[src/rtl/lane_deskew.sv]
//------------------------------------------------------------------------------
// lane_deskew : buffers each lane, measures marker spread, replays lanes aligned.
// Optional LANE_DESKEW_STATS_EN adds the realign_cnt output. Rev 1.0
//------------------------------------------------------------------------------
`default_nettype none

module lane_deskew #(
   parameter int LANES    = 2,
   parameter int WIDTH    = 8,
   parameter int MAX_SKEW = 4
) (
   input  logic                   clk,
   input  logic                   rst_n,
   input  logic [LANES*WIDTH-1:0] din,
   input  logic [LANES-1:0]       din_marker,
   input  logic                   din_valid,
   output logic [LANES*WIDTH-1:0] dout,
   output logic [LANES-1:0]       dout_marker,
   output logic                   dout_valid,
   output logic                   aligned,
   output logic                   deskew_err
`ifdef LANE_DESKEW_STATS_EN
   ,
   output logic [15:0]            realign_cnt
`endif
);

   localparam int DEPTH = MAX_SKEW + 1;
   localparam int PW    = $clog2(DEPTH);
   localparam logic [PW-1:0] PTR_MAX  = PW'(MAX_SKEW);
   localparam logic [PW:0]   DEPTH_V  = (PW+1)'(DEPTH);
   localparam logic [3:0]    SKEW_MAX = 4'(MAX_SKEW);

   typedef enum logic [1:0] {
      HUNT    = 2'd0,
      COLLECT = 2'd1,
      ALIGNED = 2'd2
   } state_t;

   state_t                 state_q, state_d;
   logic [PW-1:0]          wr_ptr_q, wr_ptr_d;
   logic [3:0]             skew_cnt_q, skew_cnt_d;
   logic [LANES-1:0]       seen_q, seen_d;
   logic [PW-1:0]          offset_q [LANES];
   logic [PW-1:0]          offset_d [LANES];
   logic [WIDTH:0]         mem_q [LANES][DEPTH];
   logic [WIDTH:0]         mem_d [LANES][DEPTH];
   logic [LANES*WIDTH-1:0] dout_q, dout_d;
   logic [LANES-1:0]       dout_marker_q, dout_marker_d;
   logic                   dout_valid_q, dout_valid_d;
   logic                   err_q, err_d;
   logic [PW:0]            rd_idx [LANES];
   logic [LANES*WIDTH-1:0] rd_data;
   logic [LANES-1:0]       rd_marker;
   logic                   collect_ovf;
   logic                   rd_mixed;

   // Spread overflow, or a lane repeating its marker before all lanes arrived.
   assign collect_ovf = (skew_cnt_q >= SKEW_MAX) || (|(din_marker & seen_q));
   assign rd_mixed    = (|rd_marker) && !(&rd_marker);

   always_comb begin
      wr_ptr_d = wr_ptr_q;
      mem_d    = mem_q;
      if (din_valid) begin
         wr_ptr_d = (wr_ptr_q == PTR_MAX) ? '0 : wr_ptr_q + 1'b1;
         for (int i = 0; i < LANES; i++) begin
            mem_d[i][wr_ptr_q] = {din_marker[i], din[i*WIDTH +: WIDTH]};
         end
      end
   end

   always_comb begin
      offset_d = offset_q;
      if (din_valid) begin
         if (state_q == HUNT && (|din_marker)) begin
            for (int i = 0; i < LANES; i++) offset_d[i] = '0;
         end else if (state_q == COLLECT && !collect_ovf) begin
            for (int i = 0; i < LANES; i++) begin
               if (seen_q[i] && offset_q[i] != PTR_MAX) offset_d[i] = offset_q[i] + 1'b1;
            end
         end
      end
   end

   // Offset 0 bypasses the buffer so the latest lane sees only the output register.
   always_comb begin
      rd_data   = '0;
      rd_marker = '0;
      for (int i = 0; i < LANES; i++) begin
         rd_idx[i] = {1'b0, wr_ptr_q} + DEPTH_V - {1'b0, offset_d[i]};
         if (rd_idx[i] >= DEPTH_V) rd_idx[i] = rd_idx[i] - DEPTH_V;
         if (offset_d[i] == '0) begin
            rd_data[i*WIDTH +: WIDTH] = din[i*WIDTH +: WIDTH];
            rd_marker[i]              = din_marker[i];
         end else begin
            rd_data[i*WIDTH +: WIDTH] = mem_q[i][rd_idx[i][PW-1:0]][WIDTH-1:0];
            rd_marker[i]              = mem_q[i][rd_idx[i][PW-1:0]][WIDTH];
         end
      end
   end

   always_comb begin
      state_d       = state_q;
      skew_cnt_d    = skew_cnt_q;
      seen_d        = seen_q;
      err_d         = 1'b0;
      dout_d        = dout_q;
      dout_marker_d = dout_marker_q;
      dout_valid_d  = 1'b0;
      if (din_valid) begin
         case (state_q)
            HUNT: begin
               if (|din_marker) begin
                  seen_d     = din_marker;
                  skew_cnt_d = '0;
                  state_d    = (&din_marker) ? ALIGNED : COLLECT;
               end
            end
            COLLECT: begin
               if (collect_ovf) begin
                  err_d   = 1'b1;
                  state_d = HUNT;
               end else begin
                  skew_cnt_d = skew_cnt_q + 1'b1;
                  seen_d     = seen_q | din_marker;
                  if (&seen_d) state_d = ALIGNED;
               end
            end
            ALIGNED: begin
               if (rd_mixed) begin
                  err_d   = 1'b1;
                  state_d = HUNT;
               end
            end
            default: state_d = HUNT;
         endcase
         // The offending word of a failed check is still presented as valid.
         if (state_q == ALIGNED || state_d == ALIGNED) begin
            dout_d        = rd_data;
            dout_marker_d = rd_marker;
            dout_valid_d  = 1'b1;
         end
      end
   end

   always_ff @(posedge clk or negedge rst_n) begin
      if (!rst_n) begin
         state_q       <= HUNT;
         wr_ptr_q      <= '0;
         skew_cnt_q    <= '0;
         seen_q        <= '0;
         dout_q        <= '0;
         dout_marker_q <= '0;
         dout_valid_q  <= 1'b0;
         err_q         <= 1'b0;
         for (int i = 0; i < LANES; i++) begin
            offset_q[i] <= '0;
            for (int j = 0; j < DEPTH; j++) mem_q[i][j] <= '0;
         end
      end else begin
         state_q       <= state_d;
         wr_ptr_q      <= wr_ptr_d;
         skew_cnt_q    <= skew_cnt_d;
         seen_q        <= seen_d;
         dout_q        <= dout_d;
         dout_marker_q <= dout_marker_d;
         dout_valid_q  <= dout_valid_d;
         err_q         <= err_d;
         offset_q      <= offset_d;
         mem_q         <= mem_d;
      end
   end

   assign dout        = dout_q;
   assign dout_marker = dout_marker_q;
   assign dout_valid  = dout_valid_q;
   assign aligned     = (state_q == ALIGNED);
   assign deskew_err  = err_q;

`ifdef LANE_DESKEW_STATS_EN
   logic [15:0] realign_cnt_q, realign_cnt_d;

   always_comb begin
      realign_cnt_d = realign_cnt_q;
      if (state_q != ALIGNED && state_d == ALIGNED && realign_cnt_q != 16'hFFFF)
         realign_cnt_d = realign_cnt_q + 16'd1;
   end

   always_ff @(posedge clk or negedge rst_n) begin
      if (!rst_n) realign_cnt_q <= '0;
      else        realign_cnt_q <= realign_cnt_d;
   end

   assign realign_cnt = realign_cnt_q;
`endif

endmodule

`default_nettype wire
[config.mk]
export PLATFORM = sky130hd
export DESIGN_NAME = lane_deskew
export DESIGN_NICKNAME = d
export VERILOG_FILES = /design/src/rtl/lane_deskew.sv
export SDC_FILE = /design/constraint.sdc
export NUM_CORES = 1
export LEC_CHECK = 0
export ABC_AREA = 1
export CAP_MARGIN = 10
export CORE_MARGIN = 2
export CORE_UTILIZATION = 30
export CTS_BUF_LIST = sky130_fd_sc_hd__clkbuf_4
export CTS_CLUSTER_SIZE = 25
export DETAILED_ROUTE_END_ITERATION = 16
export HOLD_SLACK_MARGIN = 0.02
export PLACE_DENSITY = 0.57
export SLEW_MARGIN = 20
export SYNTH_ARGS = -nofsm -noshare
export SYNTH_HDL_FRONTEND = slang
export SYNTH_SLANG_ARGS = --single-unit
[constraint.sdc]
create_clock -name clk -period 4.4 [get_ports clk]
set_input_delay 0.88 -clock clk [delete_from_list [all_inputs] [get_ports clk]]
set_output_delay 0.88 -clock clk [all_outputs]
set_load 0.005 [all_outputs]
Yosys cells after proc, flatten, opt, wreduce, memory -nomap -nowiden

Cells that the tools add are included.

$add $sub $neg: 9
Order comparisons: 7
Equality and inequality tests: 8
Muxes and demuxes: 41
Bitwise logic cells: 5
Reduce and logical (&&, ||, !) cells: 22

Operators by type and width:

| operator                                                               | number |
|---|---|
| 45-bit bitwise mux                                                     | 2 |
| 9-bit binary-select mux with 3-bit select                              | 2 |
| 9-bit two-way mux                                                      | 5 |
| 9-bit demux with 3-bit select                                          | 1 |
| 6-bit two-way mux                                                      | 3 |
| 2-bit two-way mux                                                      | 8 |
| 8-bit two-way mux                                                      | 2 |
| 3-bit two-way mux                                                      | 5 |
| 4-bit by 3-bit >= comparator with 1-bit output (second input constant) | 3 |
| 4-bit >= comparator (second input constant)                            | 3 |
| 3-bit NOT with 4-bit output                                            | 3 |
| 3-bit by 1-bit adder with 3-bit output (second input constant)         | 3 |
| 4-bit two-way mux                                                      | 2 |
| 4-bit case mux with 2 select lines                                     | 1 |
| 2-bit AND reduction                                                    | 4 |
| 4-bit by 3-bit subtractor with 4-bit output                            | 2 |
| 1-bit two-way mux                                                      | 7 |
| 1-bit logical AND                                                      | 6 |
| 3-bit zero test                                                        | 2 |
| 3-bit != test (second input constant)                                  | 2 |
| 2-bit case mux with 3 select lines                                     | 1 |
| 2-bit OR reduction                                                     | 3 |
| 3-bit subtractor (second input constant)                               | 2 |
| 3-bit by 3-bit adder with 4-bit output (second input constant)         | 1 |
| other kinds (16)                                                       | 19 |

Flip-flop bits (word level): 127
Bits of input ports: 21
Output and inout port bits: 21
Word-level logic and storage cells: 112

Logic depth before layout (Yosys ltp)

Gate-level depths: netlist of the first run.

Word-level depth: 26
Gate-level depth with buffers: 36
Depth with buffers taken out: 34

Worst setup path after synthesis of the first run

No wires, ideal clock.

Path type: input to register
Start point: input din_marker[1]
End point: register dout_q[6], in the netlist dout[6]
Setup time: 0.117 ns
Data arrival time: 4.035 ns
Data required time: 4.283 ns
Path slack: 0.249 ns
Stages on the path: 31
Cell sequence: nand2_1 nand3_2 nor2_4 nand2_1 nand2_1 nand3_1 inv_1 ha_1 inv_1 fa_1 inv_1 ha_1 inv_1 nand2_1 nand2_2 nand2_1 nor2_1 nand2_1 nand2_2 nand2_1 nand3_1 nand3_1 a21boi_2 nand2_1 nand3b_1 nand2_2 nand3_4 nand2_4 buf_8 nand2_1 nand2_1

RTL lines:

| item                   | line | text |
|---|---|---|
| start: declaration     | 15   | `input logic [LANES-1:0] din_marker,` |
| end signal: assignment | 166  | `dout_q <= dout_d;` |
| end: declaration       | 48   | `logic [LANES*WIDTH-1:0] dout_q, dout_d;` |

==> impl_table.tex, run 1 <==
\begin{tabular}{lr}
\hline
Metric & Value \\
\hline
\multicolumn{2}{l}{\textbf{Detailed routing}} \\
First-pass DRT Iterations & 5 \\
DRC marker count from the first detailed-route iteration & 407 \\
DRT antenna net count & 0 \\
Routed wire length per instance & 15.02 um \\
Drt total wl & 17.28 mm \\
Via count & 5544 \\
DRC Markers & 0 \\
Routed vias/inst & 4.821 \\
\multicolumn{2}{l}{\textbf{Critical path}} \\
Kind of critical path & flip-flop to flip-flop \\
Worst path required time & 4.83 ns \\
Worst-path cell with the longest stage delay & sky130\_fd\_sc\_hd\_\_fa\_1 \\
Number of buffer and inverter instances along the worst setup path & 7 \\
Arr. time, crit path & 4.53 ns \\
Highest net fanout along the worst path & 10 \\
Sort of element at the start of the critical path & flip-flop \\
CP delay by family, top & simple AND/OR/NAND/NOR gates \\
Crit end category & flip-flop \\
Crit path largest cell delay & 0.49 ns \\
\multicolumn{2}{l}{\textbf{GRT}} \\
Remaining global-route overflow & 0 \\
Via count of the first global-routing pass & 5392 \\
Antenna violations before repair & 1 \\
Wire length of the first global-routing pass & 28.41 mm \\
Overall global routing resource usage & 0.1607 \\
Maximum number of pins on one net before global-route repair & 79 \\
\multicolumn{2}{l}{\textbf{Floorplanning}} \\
Die Y & 150.8 um \\
Die Width & 150.8 um \\
Total die area & 22750 um\^{}2 \\
Initial cell density of the core & 0.3067 \\
IO Pins & 42 \\
Std-Cell Core Area & 21090 um\^{}2 \\
Number of cell rows & 53 \\
\multicolumn{2}{l}{\textbf{STA}} \\
Number of endpoints with negative hold slack in the final report & 0 \\
Total Negative Setup Slacks & 0 ns \\
Final Hold Slack & 0.3487 ns \\
Max-slew violations & 0 \\
Transition time at the pin with the least slew margin & 1.005 ns \\
Skew final & 0.01872 ns \\
Number of failing setup endpoints in the final timing report & 0 \\
Timing-limited maximum frequency & 244.0 MHz \\
Worst slew margin & 0.3284 \\
Time the worst path needs with I/O delays and setup & 4.098 ns \\
Final clock period utilization by the worst path & 0.9314 \\
\multicolumn{2}{l}{\textbf{Placed design}} \\
Count of buffers inserted at the top-level ports & 41 \\
Final HPWL DP & 11.31 mm \\
Cell count after placement & 1115 \\
Final weighted congestion of routability-driven global placement & 0.7671 \\
\multicolumn{2}{l}{\textbf{Yosys}} \\
Sequential share of the synthesized area & 0.4914 \\
Leading post-synthesis cells by instance count & sky130\_fd\_sc\_hd\_\_nand2\_1, sky130\_fd\_sc\_hd\_\_o21ai\_0, sky130\_fd\_sc\_hd\_\_dfrtp\_1 \\
Yosys synthesis warning count & 0 \\
Netlist cell types & 41 \\
Synth top area share & 0.4914 \\
Area contributors post-synth & sky130\_fd\_sc\_hd\_\_dfrtp\_1, sky130\_fd\_sc\_hd\_\_nand2\_1, sky130\_fd\_sc\_hd\_\_o21ai\_0, sky130\_fd\_sc\_hd\_\_ha\_1, sky130\_fd\_sc\_hd\_\_inv\_1 \\
Number of standard cells after synthesis & 780 \\
Number of flops mapped to enable cells by yosys & 0 \\
Average cell area after synthesis & 8.292 um\^{}2 \\
Library cell occupying the most area in the post-synthesis netlist & sky130\_fd\_sc\_hd\_\_dfrtp\_1 \\
Most used DFF post-synth & sky130\_fd\_sc\_hd\_\_dfrtp\_1 \\
\#FFs+latches synth & 127 \\
Combined area of all synthesized cells & 6467 um\^{}2 \\
Syn nets & 824 \\
Dominant cell by count in the synthesized netlist & sky130\_fd\_sc\_hd\_\_nand2\_1 \\
Post-synthesis async set-or-reset flop share & 1.000 \\
\multicolumn{2}{l}{\textbf{CTS}} \\
Clock sink total & 127 \\
Clock root buffer master & sky130\_fd\_sc\_hd\_\_clkbuf\_4 \\
Clk pin slew, worst setup/hold paths & 0.11 ns \\
Clock buffers created by TritonCTS & 17 \\
Clock tree from TritonCTS & built \\
Latest clock arrival within the worst-skew pair & 0.54 ns \\
Depth of the CTS H-tree & 4 \\
Max Buffers Root-to-Sink & 2 \\
\multicolumn{2}{l}{\textbf{Run}} \\
\# Max-Cap Violations & 0 \\
\multicolumn{2}{l}{\textbf{Finish}} \\
Area grow syn2layout & 20.84\% \\
Area used by multi-input combinational logic & 3007 um\^{}2 \\
Share of post-route cells with drive strength above 1 & 0.1533 \\
Count of fill cells added during filler insertion & 2207 \\
Number of nets in the layout & 908 \\
Post-layout utilization of the core & 0.3706 \\
Filler-free cell count of the finished design & 1150 \\
Storage element area & 3178 um\^{}2 \\
\multicolumn{2}{l}{\textbf{Hold path}} \\
Path type of the worst min-delay path & input pin to asynchronous set/reset pin \\
\multicolumn{2}{l}{\textbf{Run status}} \\
Result of the run & completed \\
\hline
\end{tabular}
through the flow:
step | instance area [um^2] | setup slack (ns)
after global placement | 7458 | -0.4790
after detailed placement | 7458 | -0.5495
after CTS | 7675 | 0.01208
final | 7815 | 0.3017
after floorplan | 6467 | 0.2485
after global routing | 7815 | -0.01516
cell type report:
type,instances,share of cell area
Sequential cell,127,0.4067
Multi-Input combinational cell,562,0.3847
Clock inverter,10,0.009446
Tap cell,275,0.04403
Timing Repair Buffer,93,0.1061
Antenna cell,1,0.0003202
Clock buffer,19,0.01825
Inverter,63,0.03042
what timing repair did:
item	4_1_cts	5_1_grt
resized for setup	0	30
hold buffers	0	0
setup buffers	0	4
setup endpoints to repair	0	20
worst register-to-register path, delay by kind of cell (launching register included):
kind / cells / cell delay, ns
buf+inv: 7 / 0.66
compound gates: 1 / 0.21
simple gates: 20 / 1.75
flops: 1 / 0.43
fa+ha+maj: 4 / 0.96
layer usage:
layer  vias up  wire length, um  global-route usage
met3        19              602             0.03494
met2        85             7865              0.2561
met4         0              222             0.04346
met1      2668             8585              0.2216
li1       2772                -                   -
met5         -                0                   0
final timing paths:
check	start	endpoint	slack, ns	cells after the start
hold / removal	rst_n	offset_q[4]	0.35	1
setup reg to reg	state_q[1]	dout[12]	0.30	32
max in group asynchronous	rst_n	dout[1]	3.18	2
min in group clk	skew_cnt_q[0]	skew_cnt_q[0]	0.48	1
hold reg to reg	skew_cnt_q[0]	skew_cnt_q[0]	0.48	1
setup / recovery	state_q[1]	dout[12]	0.30	32
registers in the layout (all words and copies together), names as in the netlist:
name / count
dout_valid: 1
skew_cnt_q: 4
dout: 16
mem_q: 90
seen_q: 2
wr_ptr_q: 3
state_q: 2
deskew_err: 1
dout_marker: 2
offset_q: 6
cell usage in the layout, fill, tap and decap left out, types with 8 or more instances in the layout:
| cell | n |
|---|---|
| sky130_fd_sc_hd__nand2_2 | 22 |
| sky130_fd_sc_hd__nand3_1 | 42 |
| sky130_fd_sc_hd__ha_1 | 20 |
| sky130_fd_sc_hd__a21oi_1 | 19 |
| sky130_fd_sc_hd__o22ai_1 | 18 |
| sky130_fd_sc_hd__o21ai_0 | 139 |
| sky130_fd_sc_hd__dfrtp_1 | 127 |
| sky130_fd_sc_hd__a32oi_1 | 9 |
| sky130_fd_sc_hd__clkbuf_4 | 19 |
| sky130_fd_sc_hd__nand2_1 | 199 |
| sky130_fd_sc_hd__buf_4 | 50 |
| sky130_fd_sc_hd__clkdlybuf4s50_1 | 37 |
| sky130_fd_sc_hd__a22oi_1 | 8 |
| sky130_fd_sc_hd__inv_1 | 58 |
| sky130_fd_sc_hd__nor2_1 | 43 |
cells by family (layout without fill, tap and decap cells):
family	count (synthesis)	after routing	synth area share
AND/OR/NAND/NOR	331	332	0.2215
other	0	1	0
adder cells (fa/ha/maj)	23	23	0.04682
AO/OA/AOI/OAI	203	203	0.1762
XOR/XNOR	4	4	0.006579
buffers and inverters	92	185	0.05746
flip-flops	127	127	0.4914
Power of run 1 is not shown: default switching activity piles up to over one toggle a cycle in this logic, so the estimate is an artifact.
==> run 2: changes to the inputs <==
Settings changed: CTS_CLUSTER_DIAMETER from default to 40.
==> results of run 2 <==
Same layout as run 1: the final DEF is identical, and so are final timing and power.
Power of run 2 is left out for the same reason.
==> run 3: changes to the inputs <==
Clock period 4.4 ns to 5.3 ns, I/O delays scaled along.
==> run 3 against run 2 <==
Effect of this change:
- critical path depth fell by 1
- worst setup slack improved by 0.31 ns
- clock skew is 0.0068 ns lower
- sequential share of layout area grew 1.4 points
- wire length is 4.6% lower
- flip-flop and latch count did not move
- clock-buffer cell count increased by 1
- first-iteration DRC count shrank 7.4%
- final cell count down 2.3%
- core utilization shrank 1.2 points
- critical endpoint is now dout[13]
- worst hold slack improved by 0.14 ns
- cell area fell by 3.3%
==> impl_table.tex, run 3 (synthesis results as in run 1) <==
\begin{tabular}{lr}
\hline
Metric & Value \\
\hline
\multicolumn{2}{l}{\textbf{Run status}} \\
Result of the run & completed \\
\multicolumn{2}{l}{\textbf{Hold path}} \\
Sink of the worst hold path & mem\_q[20] \\
Number of cells on the worst hold path & 2 \\
Path type of the worst min-delay path & flip-flop to flip-flop \\
Hold\_sp & mem\_q[20] \\
\multicolumn{2}{l}{\textbf{CTS}} \\
Clock buffers created by TritonCTS & 17 \\
Latest clock arrival within the worst-skew pair & 0.55 ns \\
Depth of the CTS H-tree & 4 \\
Hold-fix buffers at CTS & 0 \\
Clock tree from TritonCTS & built \\
Clock root buffer master & sky130\_fd\_sc\_hd\_\_clkbuf\_4 \\
Clk pin slew, worst setup/hold paths & 0.11 ns \\
Clock sink total & 127 \\
Max Buffers Root-to-Sink & 2 \\
Setup Fix Bufs, Post-CTS & 0 \\
Post-CTS Resized & 0 \\
\multicolumn{2}{l}{\textbf{GRT}} \\
Fraction of met3 tracks used by global routing & 0.02861 \\
Met1 layer usage reported by global route & 0.2117 \\
Remaining global-route overflow & 0 \\
Overall global routing resource usage & 0.1538 \\
Via count of the first global-routing pass & 5149 \\
Maximum number of pins on one net before global-route repair & 50 \\
Grt met2 use & 0.2434 \\
Antenna violations before repair & 1 \\
Wire length of the first global-routing pass & 27.11 mm \\
Peak-usage layer in the global routing report & met2 \\
\multicolumn{2}{l}{\textbf{Critical path}} \\
Cell repeated most along the worst path & sky130\_fd\_sc\_hd\_\_nand2\_1 \\
Crit end category & flip-flop \\
Launch point of the worst reg-to-reg path & state\_q[1] \\
Reg-to-Reg End & dout[13] \\
Sort of element at the start of the critical path & input pin \\
Crit path largest cell delay & 0.47 ns \\
Length in cells of the worst reg-to-reg path & 31 \\
Kind of critical path & input pin to flip-flop \\
Highest net fanout along the worst path & 18 \\
Worst-path cell with the longest stage delay & sky130\_fd\_sc\_hd\_\_clkdlybuf4s50\_1 \\
Reg-to-reg setup timing slack & 0.84 ns \\
Worst path required time & 5.79 ns \\
Arr. time, crit path & 5.18 ns \\
\multicolumn{2}{l}{\textbf{Finish}} \\
Cell area after layout & 7553 um\^{}2 \\
Count of fill cells added during filler insertion & 2232 \\
Most flops, register & mem\_q \\
Share of post-route cells with drive strength above 1 & 0.1039 \\
Leading cell type in the layout, fill and taps excluded & sky130\_fd\_sc\_hd\_\_nand2\_1 \\
Most used cells in the layout excluding fill and tap cells & sky130\_fd\_sc\_hd\_\_nand2\_1, sky130\_fd\_sc\_hd\_\_o21ai\_0, sky130\_fd\_sc\_hd\_\_dfrtp\_1, sky130\_fd\_sc\_hd\_\_inv\_1, sky130\_fd\_sc\_hd\_\_nor2\_1 \\
Area grow syn2layout & 16.79\% \\
Filler-free cell count of the finished design & 1123 \\
Number of nets in the layout & 878 \\
Flip-flop count of the largest register after layout & 90 \\
\multicolumn{2}{l}{\textbf{Detailed routing}} \\
Drt total wl & 16.47 mm \\
DRT antenna net count & 0 \\
DRC marker count from the first detailed-route iteration & 377 \\
Via count & 5403 \\
Routed vias/inst & 4.811 \\
DRC Markers & 0 \\
First-pass DRT Iterations & 5 \\
Routed wire length per instance & 14.67 um \\
\multicolumn{2}{l}{\textbf{Placed design}} \\
Post-Place Setup Slack & 0.06499 ns \\
Final HPWL DP & 11.23 mm \\
Final weighted congestion of routability-driven global placement & 0.8032 \\
Cell count after placement & 1090 \\
Count of buffers inserted at the top-level ports & 41 \\
Placed standard-cell area & 7258 um\^{}2 \\
\multicolumn{2}{l}{\textbf{STA}} \\
Worst slew margin & 0.4412 \\
Number of failing setup endpoints in the final timing report & 0 \\
Final clock period utilization by the worst path & 0.8851 \\
Skew final & 0.01192 ns \\
Total Negative Setup Slacks & 0 ns \\
Timing-limited maximum frequency & 213.2 MHz \\
Setup repair after global routing missed its margin & false \\
Time the worst path needs with I/O delays and setup & 4.691 ns \\
Transition time at the pin with the least slew margin & 0.8362 ns \\
Number of endpoints with negative hold slack in the final report & 0 \\
Max-slew violations & 0 \\
Worst path setup slack after routing & 0.6090 ns \\
\multicolumn{2}{l}{\textbf{Floorplanning}} \\
Initial cell density of the core & 0.3067 \\
IO Pins & 42 \\
Number of cell rows & 53 \\
Total die area & 22750 um\^{}2 \\
Die Y & 150.8 um \\
Die Width & 150.8 um \\
Std-Cell Core Area & 21090 um\^{}2 \\
\multicolumn{2}{l}{\textbf{Run}} \\
\# Max-Cap Violations & 0 \\
\hline
\end{tabular}
## run 3: per-stage QoR
step	hold WS, ns	util
2_1_floorplan	0.4472	-
3_3_place_gp	0.4621	0.3442
3_5_place_dp	0.4684	0.3442
4_1_cts	0.4954	0.3581
5_1_grt	0.5073	0.3582
6_report	0.4908	0.3582
## run 3: area by class of cell
type | count | area [um^2] | area share
antenna | 1 | 2.502 | 0.0003313
tap | 275 | 344.1 | 0.04555
inverter | 63 | 237.7 | 0.03147
clock inverter | 12 | 142.6 | 0.01888
timing repair buffer | 64 | 580.6 | 0.07686
clock buffer | 20 | 150.1 | 0.01988
multi-input combinational | 561 | 2918 | 0.3863
sequential | 127 | 3178 | 0.4207
## run 3: how the worst max path moves through the flow
stage                  start  slack, ns        endpoint  cells after the start
2_1_floorplan  din_marker[1]       0.97         dout[6]                     31
3_3_place_gp   din_marker[1]       0.10  dout_marker[1]                     31
3_5_place_dp   din_marker[1]       0.06        dout[13]                     31
4_1_cts        din_marker[1]       0.66        dout[11]                     31
5_1_grt        din_marker[1]       0.17         dout[3]                     31
6_report       din_marker[1]       0.61        dout[13]                     31
## run 3: per-layer routing
layer | wire length, um | part of all wire
met5 | 0 | 0
met4 | 255 | 0.015
met3 | 558 | 0.034
met2 | 7700 | 0.47
met1 | 7960 | 0.48
## run 3: worst max-delay path, delay by kind of cell
kind,cells,cell delay [ns]
compound gates,1,0.08
simple gates,20,2.12
buf+inv,7,1.17
fa+ha+maj,3,0.78
Power of run 3 is left out for the same reason.
